### config.mk
export PLATFORM = sky130hd
export DESIGN_NAME = mipi_csi_tx_sched
export DESIGN_NICKNAME = d
export VERILOG_FILES = /design/src/rtl/mipi_csi_pkg.sv /design/src/rtl/mipi_csi_tx_sched_crc16.sv /design/src/rtl/mipi_csi_tx_sched.sv
export SDC_FILE = /design/constraint.sdc
export NUM_CORES = 1
export LEC_CHECK = 0
export CAP_MARGIN = 30
export CORE_AREA = 10 10 135 137
export DETAILED_ROUTE_END_ITERATION = 12
export DIE_AREA = 0 0 145 147
export GPL_TIMING_DRIVEN = 0
export PLACE_DENSITY = 0.64
export SYNTH_ARGS = -nofsm -noshare
export SYNTH_HDL_FRONTEND = slang
export SYNTH_SLANG_ARGS = --single-unit
### constraint.sdc
create_clock -name clk_hs -period 2.92 [get_ports clk_hs]
set_input_delay 0.438 -clock clk_hs [delete_from_list [all_inputs] [get_ports clk_hs]]
set_output_delay 0.438 -clock clk_hs [all_outputs]
set_load 0.05 [all_outputs]
### src/rtl/mipi_csi_pkg.sv
// mipi_csi_pkg: CSI-2 data types, state/packet encodings, CRC constants and header ECC
package mipi_csi_pkg;
  localparam logic [5:0] DT_FS = 6'h00;
  localparam logic [5:0] DT_FE = 6'h01;
  localparam logic [5:0] DT_RAW8 = 6'h2A;
  localparam logic [15:0] CRC_SEED = 16'hFFFF;
  localparam logic [15:0] CRC_POLY = 16'h8408;
  typedef enum logic [2:0] {S_IDLE, S_HDR, S_PAY, S_CRC, S_END, S_GAP} state_e;
  typedef enum logic [1:0] {PK_FS, PK_LN, PK_FE} pkt_e;
  function automatic logic [5:0] csi_ecc(input logic [23:0] d);
    return {^(d & 24'hEFFC00), ^(d & 24'hDF03F0), ^(d & 24'hB8E38E),
            ^(d & 24'h749A6D), ^(d & 24'hF2555B), ^(d & 24'hF12CB7)};
  endfunction
endpackage

### src/rtl/mipi_csi_tx_sched_crc16.sv
// mipi_csi_crc16: byte-wide reflected CRC-16/CCITT register, built only with MIPI_CSI_TX_CRC_EN
`ifdef MIPI_CSI_TX_CRC_EN
module mipi_csi_crc16
  import mipi_csi_pkg::*;
(
  input  logic        clk_hs,
  input  logic        resetb,
  input  logic        init,
  input  logic        en,
  input  logic [7:0]  data,
  output logic [15:0] crc_q
);
  logic [15:0] crc_nxt, crc_d;
  always_comb begin
    crc_nxt = crc_q ^ {8'h00, data};
    for (int i = 0; i < 8; i++) crc_nxt = crc_nxt[0] ? (crc_nxt >> 1) ^ CRC_POLY : crc_nxt >> 1;
    crc_d = init ? CRC_SEED : en ? crc_nxt : crc_q;
  end
  always_ff @(posedge clk_hs or negedge resetb)
    if (!resetb) crc_q <= CRC_SEED;
    else crc_q <= crc_d;
endmodule
`endif

### src/rtl/mipi_csi_tx_sched.sv
// mipi_csi_tx_sched: CSI-2 FS/line/FE packet scheduler feeding the PHY byte stream (payload CRC under MIPI_CSI_TX_CRC_EN)
module mipi_csi_tx_sched
  import mipi_csi_pkg::*;
#(
  parameter logic [1:0]  VC            = 2'd0,
  parameter int          GAP_CYCLES    = 16,
  parameter logic [15:0] FRAME_NUM_MAX = 16'hFFFF
) (
  input  logic        clk_hs,
  input  logic        resetb,
  input  logic        enable,
  input  logic        fs_req,
  input  logic        fe_req,
  input  logic        line_req,
  input  logic [5:0]  line_dt,
  input  logic [15:0] line_wc,
  input  logic [7:0]  pix_data,
  input  logic        pix_empty,
  output logic        pix_re,
  output logic        hs_req,
  input  logic        phy_re,
  output logic [7:0]  phy_data,
  output logic        fs_ack,
  output logic        fe_ack,
  output logic        line_ack,
  output logic        busy,
  output logic        underflow
);
  localparam int GW = $clog2(GAP_CYCLES) + 1;
  state_e st_q, st_d;
  pkt_e kind_q, kind_d;
  logic fs_p_q, fs_p_d, fe_p_q, fe_p_d, ln_p_q, ln_p_d;
  logic [5:0] ldt_q, ldt_d;
  logic [15:0] lwc_q, lwc_d, pkt_wc_q, pkt_wc_d, cnt_q, cnt_d, frame_num_q, frame_num_d;
  logic [7:0] di_q, di_d, phy_data_q, phy_data_d, pay_byte, hdr_byte;
  logic [GW-1:0] gap_q, gap_d;
  logic hs_req_q, hs_req_d, fs_ack_q, fs_ack_d, fe_ack_q, fe_ack_d, line_ack_q, line_ack_d;
  logic underflow_q, underflow_d, grant, g_fs, g_ln;
  logic [15:0] crc;
`ifdef MIPI_CSI_TX_CRC_EN
  mipi_csi_crc16 u_crc (
    .clk_hs (clk_hs),
    .resetb (resetb),
    .init   (grant),
    .en     (st_q == S_PAY && phy_re),
    .data   (pay_byte),
    .crc_q  (crc)
  );
`else
  assign crc = '0;
`endif
  always_comb begin
    grant = st_q == S_IDLE && enable && (fs_p_q || ln_p_q || fe_p_q);
    g_fs = grant && fs_p_q;
    g_ln = grant && !fs_p_q && ln_p_q;
    pay_byte = pix_empty ? 8'h00 : pix_data;
    hdr_byte = cnt_q[1:0] == 2'd0 ? pkt_wc_q[7:0] : cnt_q[1:0] == 2'd1 ? pkt_wc_q[15:8] :
               {2'b00, csi_ecc({pkt_wc_q, di_q})};
    fs_p_d = (fs_p_q || fs_req) && !g_fs;
    ln_p_d = (ln_p_q || line_req) && !g_ln;
    fe_p_d = (fe_p_q || fe_req) && !(grant && !fs_p_q && !ln_p_q);
    ldt_d = line_req && !ln_p_q ? line_dt : ldt_q;
    lwc_d = line_req && !ln_p_q ? line_wc : lwc_q;
    st_d = st_q;
    kind_d = kind_q;
    di_d = di_q;
    pkt_wc_d = pkt_wc_q;
    cnt_d = cnt_q;
    gap_d = gap_q;
    frame_num_d = frame_num_q;
    hs_req_d = hs_req_q;
    phy_data_d = phy_data_q;
    fs_ack_d = 1'b0;
    fe_ack_d = 1'b0;
    line_ack_d = 1'b0;
    underflow_d = underflow_q || (st_q == S_PAY && phy_re && pix_empty);
    case (st_q)
      S_IDLE: if (grant) begin
        st_d = S_HDR;
        kind_d = g_fs ? PK_FS : g_ln ? PK_LN : PK_FE;
        di_d = {VC, g_fs ? DT_FS : g_ln ? ldt_q : DT_FE};
        pkt_wc_d = g_ln ? lwc_q : frame_num_q;
        phy_data_d = di_d;
        hs_req_d = 1'b1;
        cnt_d = '0;
      end
      S_HDR: if (phy_re) begin
        cnt_d = cnt_q + 16'd1;
        phy_data_d = hdr_byte;
        if (cnt_q[1:0] == 2'd3) begin
          cnt_d = '0;
          st_d = kind_q != PK_LN ? S_END : pkt_wc_q != 16'd0 ? S_PAY : S_CRC;
          hs_req_d = kind_q == PK_LN;
          fs_ack_d = kind_q == PK_FS;
          fe_ack_d = kind_q == PK_FE;
        end
      end
      S_PAY: if (phy_re) begin
        cnt_d = cnt_q + 16'd1;
        if (cnt_q == pkt_wc_q - 16'd1) begin
          cnt_d = '0;
          st_d = S_CRC;
        end
      end
      S_CRC: if (phy_re) begin
        cnt_d = cnt_q + 16'd1;
        if (cnt_q[0]) begin
          st_d = S_END;
          hs_req_d = 1'b0;
          line_ack_d = 1'b1;
        end
      end
      S_END: begin
        st_d = S_GAP;
        gap_d = GW'(GAP_CYCLES - 1);
        if (kind_q == PK_FE) frame_num_d = frame_num_q == FRAME_NUM_MAX ? 16'd1 : frame_num_q + 16'd1;
      end
      S_GAP: begin
        gap_d = gap_q - 1'b1;
        if (gap_q == '0) st_d = S_IDLE;
      end
      default: st_d = S_IDLE;
    endcase
  end
  always_ff @(posedge clk_hs or negedge resetb)
    if (!resetb) begin
      st_q <= S_IDLE;
      kind_q <= PK_FS;
      fs_p_q <= 1'b0;
      fe_p_q <= 1'b0;
      ln_p_q <= 1'b0;
      ldt_q <= '0;
      lwc_q <= '0;
      di_q <= '0;
      pkt_wc_q <= '0;
      cnt_q <= '0;
      gap_q <= '0;
      frame_num_q <= 16'd1;
      hs_req_q <= 1'b0;
      phy_data_q <= '0;
      fs_ack_q <= 1'b0;
      fe_ack_q <= 1'b0;
      line_ack_q <= 1'b0;
      underflow_q <= 1'b0;
    end else begin
      st_q <= st_d;
      kind_q <= kind_d;
      fs_p_q <= fs_p_d;
      fe_p_q <= fe_p_d;
      ln_p_q <= ln_p_d;
      ldt_q <= ldt_d;
      lwc_q <= lwc_d;
      di_q <= di_d;
      pkt_wc_q <= pkt_wc_d;
      cnt_q <= cnt_d;
      gap_q <= gap_d;
      frame_num_q <= frame_num_d;
      hs_req_q <= hs_req_d;
      phy_data_q <= phy_data_d;
      fs_ack_q <= fs_ack_d;
      fe_ack_q <= fe_ack_d;
      line_ack_q <= line_ack_d;
      underflow_q <= underflow_d;
    end
  assign phy_data = st_q == S_PAY ? pay_byte : st_q == S_CRC ? (cnt_q[0] ? crc[15:8] : crc[7:0]) : phy_data_q;
  assign pix_re = st_q == S_PAY && phy_re && !pix_empty;
  assign hs_req = hs_req_q;
  assign fs_ack = fs_ack_q;
  assign fe_ack = fe_ack_q;
  assign line_ack = line_ack_q;
  assign underflow = underflow_q;
  assign busy = st_q != S_IDLE || fs_p_q || fe_p_q || ln_p_q;
endmodule
### Word-level counts from Yosys, hierarchy flattened

Cells that the tools add are included.

| operators by class | value |
|---|---|
| reductions and logical operators | 50 |
| add/sub/neg operators | 4 |
| mux-type cells | 48 |
| eq/ne operators | 20 |

Operators by type and width:

| operator | count |
|---|---|
| 24-bit parity | 6 |
| 16-bit two-way mux | 8 |
| 16-bit case mux with 4 select lines | 1 |
| 8-bit two-way mux | 7 |
| 16-bit by 1-bit adder with 16-bit output (second input constant) | 2 |
| 3-bit two-way mux | 9 |
| 3-bit case mux with 6 select lines | 1 |
| 16-bit equality test | 1 |
| 16-bit equality test (second input constant) | 1 |
| 2-bit != test (second input constant) | 8 |
| 8-bit case mux with 2 select lines | 1 |
| 16-bit nonzero test | 1 |
| 16-bit by 1-bit subtractor with 16-bit output (second input constant) | 1 |
| 1-bit two-way mux | 15 |
| 1-bit logical AND | 13 |
| 6-bit two-way mux | 2 |
| 5-bit case mux with 2 select lines | 1 |
| 1-bit logical OR | 9 |
| 8-bit AND reduction | 1 |
| 3-bit by 2-bit equality test with 1-bit output (second input constant) | 2 |
| 3-bit equality test (second input constant) | 2 |
| 1-bit logical NOT | 6 |
| 6-bit AND reduction | 1 |
| 3-bit nonzero test | 2 |
| 15 further kinds | 21 |

| storage, ports and cells | value |
|---|---|
| register bits | 102 |
| input bits | 38 |
| logic and storage cells | 140 |
| output and inout bits | 15 |

### Logic depth before layout (Yosys ltp)

| depth | value |
|---|---|
| depth in word-level cells | 9 |
| mapped depth | 12 |
| depth with buffers taken out | 10 |

### Worst setup path before layout

OpenSTA, ideal clock, no wires.

| path | value |
|---|---|
| kind | register -> register |
| from | register pkt_wc_q[3] |
| to | register cnt_q[11] |
| slack | 0.448 ns |
| buffers on the path | 2 |
| setup time | 0.130 ns |
| clock period less this slack | 2.472 ns |
| arrival time | 2.342 ns |
| required time | 2.790 ns |
| stages on the path, launching flop included | 13 |
| cells stage by stage | dfrtp_1 clkbuf_1 inv_1 ha_1 nor2b_1 o22ai_1 o21ai_0 mux2i_1 nor4_4 nand4_4 buf_6 a21oi_1 o22ai_1 |

| on the way | value |
|---|---|
| cells in the longest elaborated chain, start to end | 5 |

RTL lines:

| item | RTL line | text |
|---|---|---|
| from (decl) | mipi_csi_tx_sched.sv:34 | `logic [15:0] lwc_q, lwc_d, pkt_wc_q, pkt_wc_d, cnt_q, cnt_d, frame_num_q, frame_num_d;` |
| from (signal assigned) | mipi_csi_tx_sched.sv:154 | `pkt_wc_q <= pkt_wc_d;` |
| 16-bit by 1-bit subtractor with 16-bit output | mipi_csi_tx_sched.sv:100 | `if (cnt_q == pkt_wc_q - 16'd1) begin` |
| 16-bit equality test | mipi_csi_tx_sched.sv:100 |  |
| 16-bit two-way mux | mipi_csi_tx_sched.sv:100 |  |
| 16-bit two-way mux | mipi_csi_tx_sched.sv:98 | `S_PAY: if (phy_re) begin` |
| 16-bit case mux with 4 select lines | mipi_csi_tx_sched.sv:77 | `case (st_q)` |
| to (signal assigned) | mipi_csi_tx_sched.sv:155 | `cnt_q <= cnt_d;` |
| to (decl) | mipi_csi_tx_sched.sv:34 |  |

Every way passes these cells. The select of a mux whose other input is x is not followed.
A chain may end at the register's enable or synchronous reset.

### Worst setup path in the final report

| path | value |
|---|---|
| from | register pkt_wc_q[2] |
| to | register cnt_q[13] |

The elaborated chain is that of the path after synthesis.

==> summary.md <==
The critical path goes through inv_1, ha_1, nor2b_1, o22ai_2, o21ai_0, mux2i_1, nor4_4, nand4_4, a21boi_4, o22ai_1. The number of antenna violations at the first check in global routing is 0, and the half-perimeter wire length after placement is 11500 um. The die covers 21300 um^2. The simple-gate share of the synthesized area is 0.166, and the layout overhead on the synthesized area is 19.9%. The share of final-layout standard cells stronger than drive strength 1 was 0.118; the number of distinct library cell variants in the gate-level netlist after synthesis was 65.

The logs give 0.419 for the sequential fraction of the synthesis area and 4.26 mW for the internal portion of total power. The final worst setup slack came out at 168 ps. The fraction of synthesized cell area in xor and xnor cells works out to 0.106.

The worst max-slew margin expressed relative to the limit came out at 0.539. The run gives 53 as the top-level port count. TritonCTS built the clock tree. The tools report the final-report max-slew violation count as 0. The combinational group share of total power was 0.527; the standard-cell row count was 46.

After clock tree synthesis, the clock-pin slew on the worst setup and hold paths is 80 ps. The reg2reg setup slack was 170 ps; the share of the synthesized area in the top cell type was 0.415. Using the TritonRoute via totals, the vias-per-cell ratio works out to 5.20. In this run, synthesis inferred 0 flip-flops with an integrated enable. The worst setup path is of the flop to flop kind. After global routing the overflow that remains totals 0. The global routing usage summed across all routing layers was 0.139; the starting density of the core was 0.391.

Minimum period implied by the final worst setup slack: 2750 ps. The ratio of total power to cell area was 1020 nW/um^2. Commonest register cell after synthesis: sky130_fd_sc_hd__dfrtp_1.

The clock root buffer master was sky130_fd_sc_hd__clkbuf_16. Flop and latch count out of synthesis: 102. By count the netlist is led by sky130_fd_sc_hd__dfrtp_1 (101), sky130_fd_sc_hd__nand2_1 (60), sky130_fd_sc_hd__xnor2_1 (52). The clock network fraction of design power is 0.172, and the compound-cell area share of the yosys netlist is 0.148. The sequential share of power was 0.301.

sky130_fd_sc_hd__dfrtp_1 takes more of the synthesized area than any other cell. Synthesized area divided by synthesized cell count: 9.50 um^2. The number of antenna diodes in the final layout is 0. The number of hold buffers added after CTS was 0.

Final hold analysis gives a worst-case slack of 99.2 ps. The switching part of the total is 0.430. The run gives 363 MHz as the highest clock rate. Summing over every cut layer, the via total after detailed routing is 4814.

The run gives 3 as the depth of the CTS H-tree. The finished cells cover 7310 um^2. The die is 147 um tall. The placed instance area was 6910 um^2; the share of the clock period used by the worst path after layout was 0.943. In this run the worst path has a maximum fanout of 8. The number of placed instances, taps included, is 910. Prior to clock tree synthesis, the placed netlist has a worst setup slack of -372 ps. The required arrival time at the worst endpoint is 3160 ps.

Sorting the synthesized cells by area gives the leading types as sky130_fd_sc_hd__dfrtp_1 (41%), sky130_fd_sc_hd__xnor2_1 (7.5%), sky130_fd_sc_hd__ha_1 (4.3%), sky130_fd_sc_hd__mux2_2 (4.1%), sky130_fd_sc_hd__o21ai_0 (3.9%). The flow ran to the end, and the final reports show no timing, DRC or antenna violations. The total of max-cap violations is 0, and the portion of netlist area occupied by mux cells is 0.0768. The number of warnings printed during yosys synthesis came out at 0.

The run gives 360 ps as the clock latency on the worst-skew pair. STA classifies the critical path startpoint as a flop. The run gives 0 as the number of endpoints with negative hold slack in the final report. The first global-routing pass estimated 24600 um of wire. The average wire per standard cell is 16.0 um, and the total of buffers placed on input and output ports is 52.

The final cell count without fillers was 925. The DRC violation count after routing is 0, and the total iterations of the first detailed-routing run is 4. Setup violations remaining at the end of the flow were counted as 0. The run gives 319 as the initial DRC count. Counting the fill cells in the layout gives 1473. The largest single stage delay on the critical path is 530 ps.

The power spent charging and discharging nets was 3.21 mW. On the final layout, the worst clock skew is 12.6 ps. The number of nets handed over by synthesis was 700.

The routed design has 14800 um of wire. For this run, the post-layout net count is 763. Across the VDD grid, the largest voltage drop is 0.000437 V. Clock tree synthesis inserted a total of 9 buffers. In this run the worst hold path is classified as input port to asynchronous set/reset pin. The async set-or-reset flop fraction in the synthesized netlist works out to 1.00. The logs give 641 for the number of cells produced by synthesis and 2 for the number of buffers on the longest clock path. The synthesized cell area is 6090 um^2, and the total leakage power is 3.01 nW. The area share of fa/ha/maj cells after synthesis came out at 0.0431. Most numerous cell in the Yosys netlist: sky130_fd_sc_hd__dfrtp_1.

By area, the combinational part of the netlist is dominated by simple AND/OR/NAND/NOR gates. Routability-driven placement finished with a final weighted congestion of 0.877. STA classifies the critical path endpoint as a flop. At the pin with the least slew margin, the transition time is 692 ps.

Setup repair after global routing left no endpoint under its margin. The via count of the first global-routing pass is 4923, and the maximum number of pins on one net before global-route repair is 54. The floorplan step defined a core boundary enclosing 15600 um^2. Once detail routing completed, the nets flagged for antenna violations numbered 0. The slowest stage of the critical path is the sky130_fd_sc_hd__dfrtp_1 cell. The logs give 2990 ps for the worst endpoint data arrival time and 102 for the CTS sink count. The floorplan step set the die width to 145 um.
-- state kept, by name, summed over array words and instances, names as in the netlist, 2 cells and up --
| signal | flops |
|---|---|
| cnt_q | 16 |
| frame_num_q | 16 |
| lwc_q | 16 |
| pkt_wc_q | 16 |
| phy_data_q | 8 |
| di_q | 6 |
| ldt_q | 6 |
| gap_q | 5 |
| st_q | 3 |
| kind_q | 2 |
-- placed cells by master, fill, tap and decap left out, drive strengths merged, types with 4 or more instances in the layout --
master | Yosys | layout
dfrtp | 101 | 101
nand2 | 60 | 60
o21ai | 53 | 53
xnor2 | 52 | 52
nor2 | 47 | 47
clkdlybuf4s50 | 0 | 42
inv | 33 | 36
a21oi | 24 | 24
nand3 | 24 | 24
clkbuf | 18 | 23
mux2 | 22 | 22
mux2i | 22 | 22
ha | 21 | 21
xor2 | 19 | 19
buf | 10 | 15
a22o | 13 | 13
nand4 | 13 | 13
and3 | 11 | 11
nor3 | 10 | 10
nor2b | 9 | 9
clkdlybuf4s15 | 0 | 9
o22ai | 9 | 9
nor4 | 7 | 7
nand2b | 6 | 6
a22oi | 5 | 5
a21o | 5 | 5
a31oi | 5 | 5
and2 | 4 | 4
o211ai | 4 | 4
-- path summary, 6_finish.rpt --
check / cells past startpoint / from / end
setup / recovery: 10 / pkt_wc_q[2] / cnt_q[13]
hold / removal: 1 / resetb / ldt_q[2]
setup reg to reg: 10 / pkt_wc_q[2] / cnt_q[13]
hold reg to reg: 1 / underflow / underflow
max in group asynchronous: 2 / resetb / cnt_q[1]
min in group clk_hs: 1 / underflow / underflow
-- layer usage --
metal	up-vias	part of all wire	GRT usage
met5	-	0	0
met4	0	0.023	0.0521
met3	27	0.039	0.0307
met2	101	0.50	0.241
met1	2323	0.44	0.164
li1	2363	-	-
-- per-stage QoR --
step | utilization | TNS [ps] | total power [mW]
after global routing | 0.468 | 0 | 7.99
after global placement | 0.441 | -243330 | 6.03
after floorplan | - | 0 | 5.18
after CTS | 0.465 | 0 | 7.44
after detailed placement | 0.443 | -3180 | 6.14
final | 0.468 | 0 | 7.46
-- timing repair --
action,CTS,global route
gates resized for setup,30,11
buffers inserted,0,2
pin swaps,1,7
endpoints found under the setup margin,13,26
gates cloned,0,1
-- cells by family (layout without fill, tap and decap cells) --
group / Yosys count / in the layout
buffers and inverters: 62 / 130
multiplexers: 44 / 44
adder cells (fa/ha/maj): 21 / 21
AND/OR/NAND/NOR: 201 / 201
XOR/XNOR: 72 / 72
AO/OA/AOI/OAI: 139 / 139
flip-flops: 102 / 102
-- cell type report --
type	count	area (um^2)	area share
repair buffers	56	597	0.0817
well taps	216	270	0.0370
inverters	34	128	0.0175
multi-input cells	477	3320	0.455
clock buffers	9	225	0.0308
clock inverters	7	91.3	0.0125
flip-flops and latches	102	2550	0.350
plain buffers	24	116	0.0159
-- worst max-delay path: cells and delay by family (launching register included) --
kind | cells | cell delay, ps
flops | 1 | 530
mux | 1 | 170
compound gates | 4 | 830
fa+ha+maj | 1 | 220
buf+inv | 1 | 110
simple gates | 3 | 760
-- power by group through the flow --
stage | clock network (mW) | logic, mW | registers, mW
after floorplan | 0 | 3.03 | 2.15
after global placement | 0 | 3.80 | 2.23
after detailed placement | 0 | 3.89 | 2.25
after CTS | 1.30 | 3.92 | 2.22
after global routing | 1.36 | 4.33 | 2.31
final | 1.28 | 3.94 | 2.25
No activity file was read; power rests on OpenSTA's default activity.
